## src/rtl/spi_master_ctrl_if.sv

```systemverilog
// spi_master_ctrl_if: control, status and SPI pin bundle for spi_master_ctrl.
interface spi_master_ctrl_if #(parameter int DATA_WIDTH = 8);
    logic                  start, abort, cpol, cpha, miso;
    logic                  sclk, mosi, cs_n, busy, done;
    logic [DATA_WIDTH-1:0] tx_data, rx_data;
    modport master (
        input  start, abort, cpol, cpha, tx_data, miso,
        output sclk, mosi, cs_n, busy, done, rx_data
    );
    modport slave (
        output start, abort, cpol, cpha, tx_data, miso,
        input  sclk, mosi, cs_n, busy, done, rx_data
    );
endinterface

```

## src/rtl/spi_master_ctrl.sv

```systemverilog
// spi_master_ctrl: SPI master for all four cpol/cpha modes with registered pins.
// Pin registers follow the current state, so they trail state changes by one cycle.
module spi_master_ctrl #(
    parameter int DATA_WIDTH = 8,
    parameter int CLK_DIV    = 4
) (
    input logic clk,
    input logic rst,
    spi_master_ctrl_if.master bus
);
    localparam int CW = CLK_DIV > 1 ? $clog2(CLK_DIV) : 1;
    localparam int BW = $clog2(DATA_WIDTH + 1);
    typedef enum logic [2:0] {IDLE, SETUP, TRANSFER, HOLD, DONE} state_t;
    state_t                state_q, state_d;
    logic [CW-1:0]         cnt_q, cnt_d;
    logic [BW-1:0]         bit_q, bit_d;
    logic                  lead_q, lead_d;
    logic                  cpol_q, cpol_d, cpha_q, cpha_d;
    logic [DATA_WIDTH-1:0] tx_q, tx_d, sh_q, sh_d, rx_q, rx_d;
    logic                  sclk_q, sclk_d, mosi_q, mosi_d, cs_n_q, cs_n_d, done_q, done_d;
    logic                  tick, last, kill;
    assign tick = cnt_q == CW'(CLK_DIV - 1);
    assign kill = bus.abort && (state_q inside {SETUP, TRANSFER, HOLD});
    // final toggle is the trailing edge after the last sample (cpha=0) or carrying it (cpha=1)
    assign last = !lead_q && (bit_q == (cpha_q ? BW'(DATA_WIDTH - 1) : BW'(DATA_WIDTH)));
    always_ff @(posedge clk or posedge rst) begin
        if (rst) begin
            state_q <= IDLE;
            cnt_q   <= '0;
            bit_q   <= '0;
            lead_q  <= 1'b1;
            cpol_q  <= 1'b0;
            cpha_q  <= 1'b0;
            tx_q    <= '0;
            sh_q    <= '0;
            rx_q    <= '0;
            sclk_q  <= 1'b0;
            mosi_q  <= 1'b0;
            cs_n_q  <= 1'b1;
            done_q  <= 1'b0;
        end else begin
            state_q <= state_d;
            cnt_q   <= cnt_d;
            bit_q   <= bit_d;
            lead_q  <= lead_d;
            cpol_q  <= cpol_d;
            cpha_q  <= cpha_d;
            tx_q    <= tx_d;
            sh_q    <= sh_d;
            rx_q    <= rx_d;
            sclk_q  <= sclk_d;
            mosi_q  <= mosi_d;
            cs_n_q  <= cs_n_d;
            done_q  <= done_d;
        end
    end
    always_comb begin
        state_d = state_q;
        unique case (state_q)
            IDLE:     state_d = bus.start ? SETUP : IDLE;
            SETUP:    state_d = tick ? TRANSFER : SETUP;
            TRANSFER: state_d = (tick && last) ? HOLD : TRANSFER;
            HOLD:     state_d = tick ? DONE : HOLD;
            DONE:     state_d = IDLE;
            default:  state_d = IDLE;
        endcase
        if (kill) state_d = IDLE;
    end
    always_comb begin
        cnt_d  = (state_d != state_q || tick || state_q == IDLE) ? '0 : cnt_q + 1'b1;
        bit_d  = bit_q;
        lead_d = lead_q;
        cpol_d = cpol_q;
        cpha_d = cpha_q;
        tx_d   = tx_q;
        sh_d   = sh_q;
        rx_d   = rx_q;
        sclk_d = cpol_q;
        mosi_d = mosi_q;
        cs_n_d = 1'b0;
        done_d = 1'b0;
        unique case (state_q)
            IDLE: begin
                sclk_d = bus.cpol;
                mosi_d = 1'b0;
                cs_n_d = 1'b1;
                if (bus.start) begin
                    cpol_d = bus.cpol;
                    cpha_d = bus.cpha;
                    tx_d   = bus.tx_data;
                    sh_d   = '0;
                    bit_d  = '0;
                    lead_d = 1'b1;
                end
            end
            SETUP: mosi_d = cpha_q ? 1'b0 : tx_q[DATA_WIDTH-1];
            TRANSFER: begin
                sclk_d = tick ? ~sclk_q : sclk_q;
                if (tick) begin
                    lead_d = ~lead_q;
                    if (lead_q == cpha_q && !last) begin
                        mosi_d = cpha_q ? tx_q[DATA_WIDTH-1] : tx_q[DATA_WIDTH-2];
                        tx_d   = tx_q << 1;
                    end
                    if (lead_q != cpha_q) begin
                        sh_d  = {sh_q[DATA_WIDTH-2:0], bus.miso};
                        bit_d = bit_q + 1'b1;
                    end
                end
            end
            HOLD: ;
            DONE: begin
                mosi_d = 1'b0;
                cs_n_d = 1'b1;
                done_d = 1'b1;
                rx_d   = sh_q;
            end
            default: cs_n_d = 1'b1;
        endcase
        if (kill) begin
            sclk_d = cpol_q;
            mosi_d = 1'b0;
            cs_n_d = 1'b1;
        end
    end
    assign bus.sclk    = sclk_q;
    assign bus.mosi    = mosi_q;
    assign bus.cs_n    = cs_n_q;
    assign bus.busy    = state_q != IDLE;
    assign bus.done    = done_q;
    assign bus.rx_data = rx_q;
endmodule

```

## src/flat_wrapper.sv

```systemverilog
// flat-port wrapper written by rule: the top's interface ports become plain ports
module spi_master_ctrl_flat 
#(
    parameter int DATA_WIDTH = 8,
    parameter int CLK_DIV    = 4
)
  (clk, rst, bus_start, bus_abort, bus_cpol, bus_cpha, bus_tx_data, bus_miso, bus_sclk, bus_mosi, bus_cs_n, bus_busy, bus_done, bus_rx_data);
  spi_master_ctrl_if #(.DATA_WIDTH(DATA_WIDTH)) bus_i ();
  input logic clk;
  input logic rst;
  input wire logic [$bits(bus_i.start)-1:0] bus_start;
  input wire logic [$bits(bus_i.abort)-1:0] bus_abort;
  input wire logic [$bits(bus_i.cpol)-1:0] bus_cpol;
  input wire logic [$bits(bus_i.cpha)-1:0] bus_cpha;
  input wire logic [$bits(bus_i.tx_data)-1:0] bus_tx_data;
  input wire logic [$bits(bus_i.miso)-1:0] bus_miso;
  output wire logic [$bits(bus_i.sclk)-1:0] bus_sclk;
  output wire logic [$bits(bus_i.mosi)-1:0] bus_mosi;
  output wire logic [$bits(bus_i.cs_n)-1:0] bus_cs_n;
  output wire logic [$bits(bus_i.busy)-1:0] bus_busy;
  output wire logic [$bits(bus_i.done)-1:0] bus_done;
  output wire logic [$bits(bus_i.rx_data)-1:0] bus_rx_data;
  assign bus_i.start = bus_start;
  assign bus_i.abort = bus_abort;
  assign bus_i.cpol = bus_cpol;
  assign bus_i.cpha = bus_cpha;
  assign bus_i.tx_data = bus_tx_data;
  assign bus_i.miso = bus_miso;
  assign bus_sclk = bus_i.sclk;
  assign bus_mosi = bus_i.mosi;
  assign bus_cs_n = bus_i.cs_n;
  assign bus_busy = bus_i.busy;
  assign bus_done = bus_i.done;
  assign bus_rx_data = bus_i.rx_data;
  spi_master_ctrl #(.DATA_WIDTH(DATA_WIDTH), .CLK_DIV(CLK_DIV)) u_core (.clk(clk), .rst(rst), .bus(bus_i));
endmodule
```

## config.mk

```make
export PLATFORM = sky130hd
export DESIGN_NAME = spi_master_ctrl_flat
export DESIGN_NICKNAME = d
export VERILOG_FILES = /design/src/rtl/spi_master_ctrl_if.sv /design/src/rtl/spi_master_ctrl.sv /design/src/flat_wrapper.sv
export SDC_FILE = /design/constraint.sdc
export NUM_CORES = 1
export LEC_CHECK = 0
export BUFFER_PORTS_ARGS = -buffer_cell sky130_fd_sc_hd__clkbuf_2
export CAP_MARGIN = 20
export CELL_PAD_IN_SITES_DETAIL_PLACEMENT = 1
export CELL_PAD_IN_SITES_GLOBAL_PLACEMENT = 1
export CORE_UTILIZATION = 39
export CTS_BUF_LIST = sky130_fd_sc_hd__clkbuf_16
export DETAILED_ROUTE_END_ITERATION = 16
export PLACE_DENSITY = 0.75
export RECOVER_POWER = 25
export REMOVE_ABC_BUFFERS = 1
export SYNTH_ARGS = -nofsm -noshare
export SYNTH_HDL_FRONTEND = slang
export SYNTH_SLANG_ARGS = --single-unit
```

## constraint.sdc

```tcl
create_clock -name clk -period 2.01 [get_ports clk]
set_clock_uncertainty 0.05 [all_clocks]
set_input_delay 0.402 -clock clk [delete_from_list [all_inputs] [get_ports clk]]
set_output_delay 0.402 -clock clk [all_outputs]
set_load 0.05 [all_outputs]
```

# ---- Yosys cells after proc, flatten, opt, wreduce, memory -nomap -nowiden
# Index checks and enable logic that the tools add are counted.
dict set report classes {
  add_sub_neg 2
  eq_ne 15
  mux 35
  n_bitwise 2
  n_reduce_logical 20
}
# operator n
set op_table {}
lappend op_table {{8-bit 2-to-1 mux} 6}
lappend op_table {{8-bit case mux with 2 select lines} 2}
lappend op_table {{4-bit 2-to-1 mux} 4}
lappend op_table {{1-bit 2-to-1 mux} 14}
lappend op_table {{3-bit case mux with 4 select lines} 1}
lappend op_table {{4-bit case mux with 2 select lines} 1}
lappend op_table {{4-bit AND reduction} 2}
lappend op_table {{3-bit by 2-bit equality test with 1-bit output (second input constant)} 2}
lappend op_table {{3-bit 2-to-1 mux} 2}
lappend op_table {{2-bit != test (second input constant)} 3}
lappend op_table {{3-bit AND reduction} 2}
lappend op_table {{3-bit nonzero test} 2}
lappend op_table {{4-bit by 1-bit adder with 4-bit output (second input constant)} 1}
lappend op_table {{4-bit equality test} 1}
lappend op_table {{1-bit logical AND} 4}
lappend op_table {{2-bit 2-to-1 mux} 2}
lappend op_table {{1-bit case mux with 2 select lines} 2}
lappend op_table {{4-bit nonzero test} 1}
lappend op_table {{3-bit by 1-bit equality test with 1-bit output (second input constant)} 1}
lappend op_table {{3-bit equality test (second input constant)} 1}
lappend op_table {{3-bit zero test} 1}
lappend op_table {{3-bit by 1-bit != test with 1-bit output (second input constant)} 1}
lappend op_table {{3-bit by 2-bit != test with 1-bit output (second input constant)} 1}
lappend op_table {{3-bit != test} 1}
lappend op_table {{13 further kinds} 16}
dict set report totals {
  ff_bits 40
  inputBits 15
  out_inout_bits 13
  wordCells 87
}

# ---- Longest topological paths before layout
# Gate-level depths: netlist of run 1.
dict set report logic_depth {
  depth_word 11
  depth_mapped 6
  ltp_nobuf 5
}

# ---- Least setup slack after synthesis of run 1
# No wires, ideal clock.
dict set report synth_path {
  path_kind {reg2reg}
  start {register u_core.bit_q[0]}
  end {register u_core.tx_q[1]}
  setup_time_ns 0.125
  arrival_time_ns 1.680
  t_required_ns 1.835
  slack_ns 0.155
  stages_incl_launch_ff 6
  period_less_slack_ns 1.855
  path_cell_list {dfrtp_1 -> or4b_4 -> a31oi_4 -> a21o_1 -> buf_6 -> mux2_4}
}
dict set report synth_via {
  elab_chain_cells 6
}
# element line
set synth_rtl {}
lappend synth_rtl {{from (decl)} spi_master_ctrl.sv:16} ;# logic [BW-1:0] bit_q, bit_d;
lappend synth_rtl {{from (signal assigned)} spi_master_ctrl.sv:44} ;# bit_q <= bit_d;
lappend synth_rtl {{4-bit equality test} spi_master_ctrl.sv:25} ;# assign last = !lead_q && (bit_q == (cpha_q ? BW'(DATA_WIDTH - 1) : BW'(DATA_WIDTH)));
lappend synth_rtl {{1-bit logical AND} spi_master_ctrl.sv:25}
lappend synth_rtl {{1-bit zero test} spi_master_ctrl.sv:101} ;# if (lead_q == cpha_q && !last) begin
lappend synth_rtl {{1-bit logical AND} spi_master_ctrl.sv:101}
lappend synth_rtl {{2-bit != test (no source line)} --}
lappend synth_rtl {{4-bit AND reduction (no source line)} --}
lappend synth_rtl {{to (signal assigned)} spi_master_ctrl.sv:48} ;# tx_q <= tx_d;
lappend synth_rtl {{to (decl)} spi_master_ctrl.sv:19} ;# logic [DATA_WIDTH-1:0] tx_q, tx_d, sh_q, sh_d, rx_q, rx_d;
# Every way passes these cells.
# A chain may end at the register's enable or synchronous reset.

# ---- Final worst setup path of run 1
dict set report layout_path {
  start {register u_core.state_q[0]}
  end {output bus_busy}
}
dict set report layout_via {
  elab_chain_cells 1
}
# element line
set layout_rtl {}
lappend layout_rtl {{from (decl)} spi_master_ctrl.sv:14} ;# state_t state_q, state_d;
lappend layout_rtl {{from (signal assigned)} spi_master_ctrl.sv:42} ;# state_q <= state_d;
lappend layout_rtl {{3-bit nonzero test} spi_master_ctrl.sv:129} ;# assign bus.busy = state_q != IDLE;
lappend layout_rtl {{to (decl)} flat_wrapper.sv:20} ;# output wire logic [$bits(bus_i.busy)-1:0] bus_busy;
# Every way passes these cells.

==> impl_metrics.env, run 1 <==
export IMPL_synth_flop_cell="dfrtp_1"
export IMPL_synth_compound_area_share_pct=13.2
export IMPL_min_period_over_period_pct=97.6
export IMPL_reg2reg_slack_ps=80
export IMPL_dpl_cell_area_sq_um=2180
export IMPL_syn_instance_count=157
export IMPL_synth_edf_count=0
export IMPL_clk_latency_ps=290
export IMPL_tightest_slew_ps=987
export IMPL_syn_cell_area_sq_um=1940
export IMPL_start_util_pct=40.9
export IMPL_final_cell_mix="dfrtp_1 (36), clkbuf_2 (27), mux2_2 (17)"
export IMPL_final_common_cell="dfrtp_1"
export IMPL_worstPathBufferInverterCount=2
export IMPL_internal_power_w=0.00173
export IMPL_grt_usage_pct=19.0
export IMPL_synthMuxAreaShare_pct=16.3
export IMPL_finalSetupViolations=0
export IMPL_grt_setup_unrepaired="no"
export IMPL_whs_ps=290
export IMPL_pin_count=28
export IMPL_min_from="bus_cpha"
export IMPL_grt_max_degree=41
export IMPL_htreeDepth=2
export IMPL_synth_top_family_by_area="multiplexers"
export IMPL_rows=25
export IMPL_avgRoutedWirePerCell_um=16.6
export IMPL_grt_ovfl_total=0
export IMPL_wirelength_mm=4.38
export IMPL_slew_headroom_pct=34.2
export IMPL_fin_nets=213
export IMPL_r2r_start="u_core.bit_q[0]"
export IMPL_seq_area_frac_synth_pct=51.6
export IMPL_clk_pin_slew_worst_paths_ps=60
export IMPL_swShare_pct=27.8
export IMPL_numCtsBuffers=5
export IMPL_end_kind="output port"
export IMPL_worstPathCellList="buf_4 > or3_1 > clkbuf_4"
export IMPL_cap_violations=0
export IMPL_worst_r2r_cell_count=4
export IMPL_cts_tree="built"
export IMPL_crit_path_top_delay_cell="dfrtp_2"
export IMPL_synthSimpleGateAreaFrac_pct=11.9
export IMPL_combPwrFrac_pct=19.7
export IMPL_worstHoldPathCells=3
export IMPL_slew_violations=0
export IMPL_core_area_sq_um=4750
export IMPL_min_to="u_core.cpha_q"
export IMPL_vias=1401
export IMPL_synth_area_per_cell_sq_um=12.4
export IMPL_hold_viol_final=0
export IMPL_ys_async_sr_fraction_pct=100
export IMPL_clock_power_share_pct=38.6
export IMPL_power_switching_w=0.000664
export IMPL_synthXorXnorAreaFrac_pct=0.901
export IMPL_sequentialPowerShare_pct=41.6
export IMPL_min_period_ps=1960
export IMPL_die_height_um=72.6
export IMPL_status="finished, final reports clean"
export IMPL_ys_warnings_count=0
export IMPL_synth_fa_ha_area_share_pct=1.29
export IMPL_tns_ps=0
export IMPL_path_class="reg2out"
export IMPL_critPathMaxStageDelay_ps=470
export IMPL_num_antenna_cells=0
export IMPL_holdBufCountCts=0
export IMPL_area_growth_pct=22.5
export IMPL_cp_top_family="flip-flops"
export IMPL_hold_class="in2reg"
export IMPL_antenna_found_initial=0
export IMPL_yosys_register_bits=40
export IMPL_io_buffers=27
export IMPL_layout_drive_gt1_share_pct=43.7
export IMPL_p_leak_nw=1.17
export IMPL_clkSinkCount=40
export IMPL_timing_rr_end="u_core.tx_q[4]"
export IMPL_required_ps=1560
export IMPL_die_area_sq_um=5270
export IMPL_cts_max_path_buffers=2
export IMPL_dr_pass1_iters=4
export IMPL_gp_congestion=0.780
export IMPL_drc=0
export IMPL_cp_arrival_ps=1510
export IMPL_grt_pass1_vias=1534
export IMPL_vdd_ir_drop_max_mv=0.389
export IMPL_ys_types=44
export IMPL_root_buffer="clkbuf_16"
export IMPL_die_w_um=72.6
export IMPL_path_max_fanout=8
export IMPL_dr_first_iter_drc_count=65
export IMPL_grt_pass1_wl_mm=7.50
export IMPL_cp_start_kind="flip-flop"
export IMPL_place_hpwl_mm=3.12
export IMPL_final_cell_area_sq_um=2380
export IMPL_ant_nets=0
export IMPL_fmax_mhz=510
export IMPL_power_density_nw_per_um2=1000
export IMPL_via_per_inst=5.31
stage by stage:
step / util (%) / worst slack [ps] / power, W / std cells
finish: 50.1 / 48.8 / 0.00239 / 264
global route: 50.1 / 5.22 / 0.00249 / 264
CTS: 49.6 / 9.47 / 0.00242 / 261
detailed placement: 45.9 / -26.3 / 0.00147 / 253
global placement: 45.9 / 26.2 / 0.00144 / 253
floorplan: - / 50.4 / 0.00132 / 146
cells by family after synthesis:
group / count (synthesis)
adder cells (fa/ha/maj): 2
buffers and inverters: 15
AND/OR/NAND/NOR: 39
multiplexers: 26
AO/OA/AOI/OAI: 33
flip-flops: 40
XOR/XNOR: 2
power groups by stage:
stage	sequential (W)	clock, W	combinational, W
floorplan	0.00103	0	0.000293
global placement	0.000994	0	0.000447
detailed placement	0.00100	0	0.000470
CTS	0.000995	0.000947	0.000478
global route	0.00101	0.000972	0.000516
finish	0.000995	0.000924	0.000472
worst reg2reg max path: cells and delay by family (launching register included):
family / cells / cell delay, ps
AND/OR/NAND/NOR: 1 / 570
AO/OA/AOI/OAI: 2 / 480
flip-flops: 1 / 380
multiplexers: 1 / 330
final cells by class:
type	count	area [sq um]
fill	523	2370
sequential	40	1010
multi-input combinational	102	848
timing repair buffer	43	255
clock buffer	5	125
tap	67	83.8
clock inverter	3	47.5
inverter	4	15.0
synthesized netlist by cell type (2+ instances only):
master	number	area share, %
a211oi_1	2	0.77
nand2_1	6	1.2
o22ai_1	2	0.64
clkbuf_1	3	0.58
xor2_1	2	0.90
mux2_2	17	9.8
nor3_1	4	1.0
a21o_1	3	1.2
mux2i_1	2	1.0
nor2b_1	2	0.64
nand3_1	3	0.77
dfstp_2	2	2.7
nor4b_1	3	1.4
a21oi_1	2	0.51
buf_2	2	0.51
inv_1	4	0.77
nand2b_1	3	0.97
mux2_4	7	5.4
o21ai_0	6	1.5
nor2_1	6	1.2
dfrtp_1	38	49
buf_6	4	2.3
or3_1	2	0.64
ha_1	2	1.3
a22o_1	9	4.1
and2_1	3	0.97
how the worst max path moves through the flow:
stage                           start             end  slack, ps  depth (start not counted)
CTS                 u_core.state_q[1]        bus_busy          9                          3
global route        u_core.state_q[1]        bus_busy          5                          3
finish              u_core.state_q[0]        bus_busy         50                          3
global placement      u_core.bit_q[0]  u_core.tx_q[1]         30                          4
detailed placement    u_core.bit_q[0]  u_core.tx_q[4]        -30                          4
floorplan             u_core.bit_q[0]  u_core.tx_q[1]         50                          4
per-layer routing:
metal / vias up / GRT usage, % / wire [um]
li1: 651 / - / -
met1: 722 / 22.6 / 1920
met2: 22 / 33.3 / 2270
met3: 6 / 5.11 / 136
met4: 0 / 5.88 / 55
met5: - / 0 / 0
registers in the layout, summed over array words and instances (netlist names):
| name | flops |
|---|---|
| u_core.tx_q | 8 |
| u_core.sh_q | 8 |
| u_core.cpha_q | 1 |
| u_core.bit_q | 4 |
| u_core.cnt_q | 2 |
| u_core.bus.mosi | 1 |
| u_core.bus.cs_n | 1 |
| u_core.bus.sclk | 1 |
| u_core.bus.rx_data | 8 |
| u_core.cpol_q | 1 |
| u_core.bus.done | 1 |
| u_core.lead_q | 1 |
| u_core.state_q | 3 |
timing repair:
item                       in CTS  in global routing
hold endpoints to repair        0                  0
setup endpoints to repair       8                  1
buffers inserted                0                  3
resized for setup               3                  1
No activity file was read; power rests on OpenSTA's default activity.
==> run 2: changes to the inputs <==
==> constraint.sdc (replaced) <==
create_clock -name clk -period 2.2 [get_ports clk]
set_clock_uncertainty 0.05 [all_clocks]
set_input_delay 0.44 -clock clk [delete_from_list [all_inputs] [get_ports clk]]
set_output_delay 0.44 -clock clk [all_outputs]
set_load 0.05 [all_outputs]
==> impl_metrics.env, run 2 (synthesis gave the netlist of run 1 again) <==
export IMPL_slew_headroom_pct=32.3
export IMPL_r2r_start="u_core.bit_q[0]"
export IMPL_path_class="reg2reg"
export IMPL_min_period_ps=2030
export IMPL_clkSinkCount=40
export IMPL_clk_pin_slew_worst_paths_ps=60
export IMPL_ant_nets=0
export IMPL_dp_cells=245
export IMPL_post_cts_buffers=0
export IMPL_cp_top_family="simple AND/OR/NAND/NOR gates"
export IMPL_pre_cts_slack_ps=71.1
export IMPL_hold_viol_final=0
export IMPL_worstHoldPathCells=3
export IMPL_status="finished, final reports clean"
export IMPL_fmax_mhz=493
export IMPL_crit_path_top_delay_cell="or4b_4"
export IMPL_worstPathBufferInverterCount=0
export IMPL_hold_class="in2reg"
export IMPL_die_height_um=72.6
export IMPL_dr_first_iter_drc_count=46
export IMPL_dr_pass1_iters=4
export IMPL_numCtsBuffers=5
export IMPL_grt_pass1_wl_mm=7.84
export IMPL_area_growth_pct=17.9
export IMPL_grt_pass1_vias=1514
export IMPL_drc=0
export IMPL_worst_slack_ps=172
export IMPL_io_buffers=27
export IMPL_whs_ps=314
export IMPL_vdd_ir_drop_max_mv=0.533
export IMPL_clk_latency_ps=280
export IMPL_die_w_um=72.6
export IMPL_use_met2_pct=35.1
export IMPL_antenna_found_initial=0
export IMPL_worst_r2r_cell_count=4
export IMPL_gr_usage_met1_pct=23.9
export IMPL_fin_nets=202
export IMPL_crit_end="u_core.tx_q[3]"
export IMPL_holdBufCountCts=0
export IMPL_path_max_fanout=8
export IMPL_p_leak_nw=1.11
export IMPL_die_area_sq_um=5270
export IMPL_via_per_inst=5.42
export IMPL_layout_drive_gt1_share_pct=39.2
export IMPL_worstPathCellList="or4b_4 > a31oi_4 > a21o_2 > mux2_4"
export IMPL_cp_arrival_ps=2140
export IMPL_root_buffer="clkbuf_16"
export IMPL_cp_depth=4
export IMPL_grt_max_degree=41
export IMPL_tightest_slew_ps=1020
export IMPL_final_core_util_pct=48.2
export IMPL_grt_usage_pct=19.6
export IMPL_finalSetupViolations=0
export IMPL_cp_start_kind="flip-flop"
export IMPL_instances_no_fill=253
export IMPL_start_util_pct=40.9
export IMPL_power_density_nw_per_um2=950
export IMPL_place_hpwl_mm=3.07
export IMPL_final_cell_mix="dfrtp_1 (38), clkbuf_2 (28), mux2_2 (17)"
export IMPL_cts_tree="built"
export IMPL_reg2reg_slack_ps=170
export IMPL_core_area_sq_um=4750
export IMPL_slew_violations=0
export IMPL_cts_max_path_buffers=2
export IMPL_wirelength_mm=4.46
export IMPL_rows=25
export IMPL_required_ps=2320
export IMPL_grt_setup_unrepaired="no"
export IMPL_end_kind="flip-flop"
export IMPL_met3_usage_pct=3.59
export IMPL_vias=1370
export IMPL_grt_ovfl_total=0
export IMPL_timing_rr_end="u_core.tx_q[3]"
export IMPL_htreeDepth=2
export IMPL_tns_ps=0
export IMPL_final_common_cell="dfrtp_1"
export IMPL_min_period_over_period_pct=92.2
export IMPL_num_antenna_cells=0
export IMPL_crit_path_start="u_core.bit_q[0]"
export IMPL_critPathMaxStageDelay_ps=590
export IMPL_top_usage_layer="met2"
export IMPL_avgRoutedWirePerCell_um=17.6
export IMPL_gp_congestion=0.785
export IMPL_pin_count=28
export IMPL_cap_violations=0
## run 2: cell types whose count changed in the layout (fill, tap and decap cells not counted)
cell        before  now
clkbuf_4         1    0
buf_4           15    4
clkinv_4         2    0
inv_6            0    1
clkbuf_2        27   28
dfrtp_2          2    0
dfrtp_1         36   38
clkinvlp_4       0    1
## run 2: metal layers
layer / share of wire (%) / vias to the layer above
met2: 53 / 23
met3: 2.8 / 5
li1: - / 634
met5: 0 / -
met1: 44 / 708
met4: 0.96 / 0
## run 2: repair_timing
action | 4_1_cts | 5_1_grt
endpoints found under the setup margin | 0 | 7
endpoints found under the hold margin | 0 | 0
resized for setup | 0 | 1
## run 2: worst reg2reg max path, stage by stage (launching register included)
cell,delay (ps)
dfrtp_1,420
or4b_4,590
a31oi_4,190
a21o_2,320
mux2_4,340
## run 2: power by group
part	internal, W	total [W]	leakage, nW	switching [W]
Clock	0.000539	0.000850	0.0804	0.000311
Combinational	0.000192	0.000412	0.511	0.000219
Sequential	0.000826	0.000917	0.523	0.0000907
## run 2: final cells by class
class                      count  area [sq um]
clock buffer                   5           125
clock inverter                 3          46.3
fill                         529          2460
inverter                       4          15.0
multi-input combinational    102           848
sequential                    40          1000
tap                           67          83.8
timing repair buffer          32           170
## run 2: per-stage QoR
stage / area, sq um / power, W
after floorplan: 1870 / 0.00121
after global placement: 2120 / 0.00130
after detailed placement: 2120 / 0.00133
after CTS: 2290 / 0.00220
after global routing: 2290 / 0.00227
final: 2290 / 0.00218
## run 2: how the worst min path moves through the flow
| stage | startpoint | endpoint | slack, ps |
|---|---|---|---|
| global route | bus_cpha | u_core.cpha_q | 330 |
| global placement | u_core.cnt_q[0] | u_core.cnt_q[0] | 380 |
| finish | bus_cpha | u_core.cpha_q | 310 |
| detailed placement | u_core.cnt_q[0] | u_core.cnt_q[0] | 390 |
| floorplan | u_core.cnt_q[0] | u_core.cnt_q[0] | 360 |
| CTS | rst | u_core.bus.done | 230 |
==> run 3: changes to the inputs <==
--- a/config.mk
+++ b/config.mk
@@ -9,10 +9,10 @@
 export CAP_MARGIN = 20
 export CELL_PAD_IN_SITES_DETAIL_PLACEMENT = 1
 export CELL_PAD_IN_SITES_GLOBAL_PLACEMENT = 1
-export CORE_UTILIZATION = 39
+export CORE_UTILIZATION = 45
 export CTS_BUF_LIST = sky130_fd_sc_hd__clkbuf_16
 export DETAILED_ROUTE_END_ITERATION = 16
-export PLACE_DENSITY = 0.75
+export PLACE_DENSITY = 0.84
 export RECOVER_POWER = 25
 export REMOVE_ABC_BUFFERS = 1
 export SYNTH_ARGS = -nofsm -noshare
==> impl_metrics.env, run 3 (synthesis gave the netlist of run 1 again) <==
export IMPL_grt_setup_unrepaired="no"
export IMPL_holdBufCountCts=0
export IMPL_via_per_inst=5.83
export IMPL_core_area_sq_um=4090
export IMPL_slew_violations=0
export IMPL_grt_pass1_wl_mm=7.33
export IMPL_root_buffer="clkbuf_16"
export IMPL_fmax_mhz=473
export IMPL_die_area_sq_um=4590
export IMPL_avgRoutedWirePerCell_um=18.7
export IMPL_antenna_found_initial=0
export IMPL_required_ps=1710
export IMPL_fillers=443
export IMPL_cts_tree="built"
export IMPL_grt_max_degree=41
export IMPL_grt_ovfl_total=0
export IMPL_dpl_cell_area_sq_um=2100
export IMPL_area_growth_pct=16.7
export IMPL_fin_nets=202
export IMPL_cp_start_kind="flip-flop"
export IMPL_vias=1377
export IMPL_final_cell_area_sq_um=2270
export IMPL_ant_nets=0
export IMPL_final_common_cell="dfrtp_1"
export IMPL_start_util_pct=47.6
export IMPL_htreeDepth=2
export IMPL_num_antenna_cells=0
export IMPL_dr_pass1_iters=4
export IMPL_layout_drive_gt1_share_pct=38.7
export IMPL_grt_pass1_vias=1496
export IMPL_cap_violations=0
export IMPL_io_buffers=27
export IMPL_rows=23
export IMPL_post_cts_buffers=0
export IMPL_final_cell_mix="dfrtp_1 (38), clkbuf_2 (28), mux2_2 (17)"
export IMPL_clkSinkCount=40
export IMPL_path_class="reg2out"
export IMPL_clk_latency_ps=280
export IMPL_vdd_ir_drop_max_mv=0.519
export IMPL_critPathMaxStageDelay_ps=500
export IMPL_status="finished, final reports clean"
export IMPL_min_period_ps=2110
export IMPL_min_period_over_period_pct=96.1
export IMPL_grt_usage_pct=23.1
export IMPL_cts_max_path_buffers=2
export IMPL_end_kind="output port"
export IMPL_finalSetupViolations=0
export IMPL_power_density_nw_per_um2=954
export IMPL_cp_arrival_ps=1620
export IMPL_path_max_fanout=12
export IMPL_drc=0
export IMPL_clk_pin_slew_worst_paths_ps=60
export IMPL_p_leak_nw=1.11
export IMPL_crit_path_top_delay_cell="dfrtp_1"
export IMPL_pin_count=28
export IMPL_die_height_um=67.7
export IMPL_dr_first_iter_drc_count=146
export IMPL_numCtsBuffers=5
export IMPL_hold_class="in2reg"
export IMPL_cts_resized=0
export IMPL_gp_congestion=0.854
export IMPL_place_hpwl_mm=3.14
export IMPL_tightest_slew_ps=974
export IMPL_wirelength_mm=4.41
export IMPL_worstPathCellList="buf_4 > or3_1 > clkbuf_2"
export IMPL_slew_headroom_pct=35.1
export IMPL_tns_ps=0
export IMPL_die_w_um=67.7
export IMPL_hold_viol_final=0
[run 3: cell types whose count changed in the layout (fill, tap and decap cells not counted)]
cell and change:
a21o_2 -1, a21o_1 +1
[run 3: worst paths after layout]
kind                                     endpoint  cells after the start  slack [ps]         startpoint
worst min-delay path               u_core.tx_q[0]                      2         340     bus_tx_data[0]
worst min register to register    u_core.cnt_q[0]                      1         400    u_core.cnt_q[0]
max in group asynchronous       u_core.state_q[0]                      3        1110                rst
min in group asynchronous          u_core.tx_q[0]                      3         390                rst
worst max register to register     u_core.tx_q[4]                      4         110    u_core.bit_q[0]
worst max-delay path                     bus_busy                      3          90  u_core.state_q[1]
[run 3: final cells by class]
type / instances / area (sq um) / area share (%)
Clock inverter: 3 / 46.3 / 2.04
Multi-Input combinational cell: 102 / 847 / 37.3
Timing Repair Buffer: 32 / 170 / 7.50
Tap cell: 50 / 62.6 / 2.76
Clock buffer: 5 / 125 / 5.51
Inverter: 4 / 15.0 / 0.662
Sequential cell: 40 / 1000 / 44.2
[run 3: power breakdown]
group          switching, W  internal (W)  leakage [nW]
combinational      0.000215      0.000192         0.512
clock              0.000302      0.000539        0.0804
sequential        0.0000915      0.000826         0.523
[run 3: worst max-delay path: cells and delay by family (launching register included)]
kind | cells | cell delay [ps]
buf+inv | 2 | 500
flops | 1 | 500
simple gates | 1 | 340
[run 3: layer usage]
metal | vias up | wire (um) | track usage (%)
met1 | 698 | 1850 | 26.1
met2 | 37 | 2280 | 39.7
li1 | 633 | - | -
met5 | - | 0 | 0
met3 | 9 | 166 | 6.93
met4 | 0 | 112 | 10.1
[run 3: metrics by stage]
step	utilization, %	setup slack (ps)	total power (W)	hold WS, ps	cells
floorplan	-	240	0.00121	365	146
global placement	51.4	170	0.00129	377	228
detailed placement	51.4	87.2	0.00133	397	228
CTS	55.6	71.9	0.00219	232	236
global route	55.5	13.3	0.00226	337	236
finish	55.5	85.2	0.00217	340	236
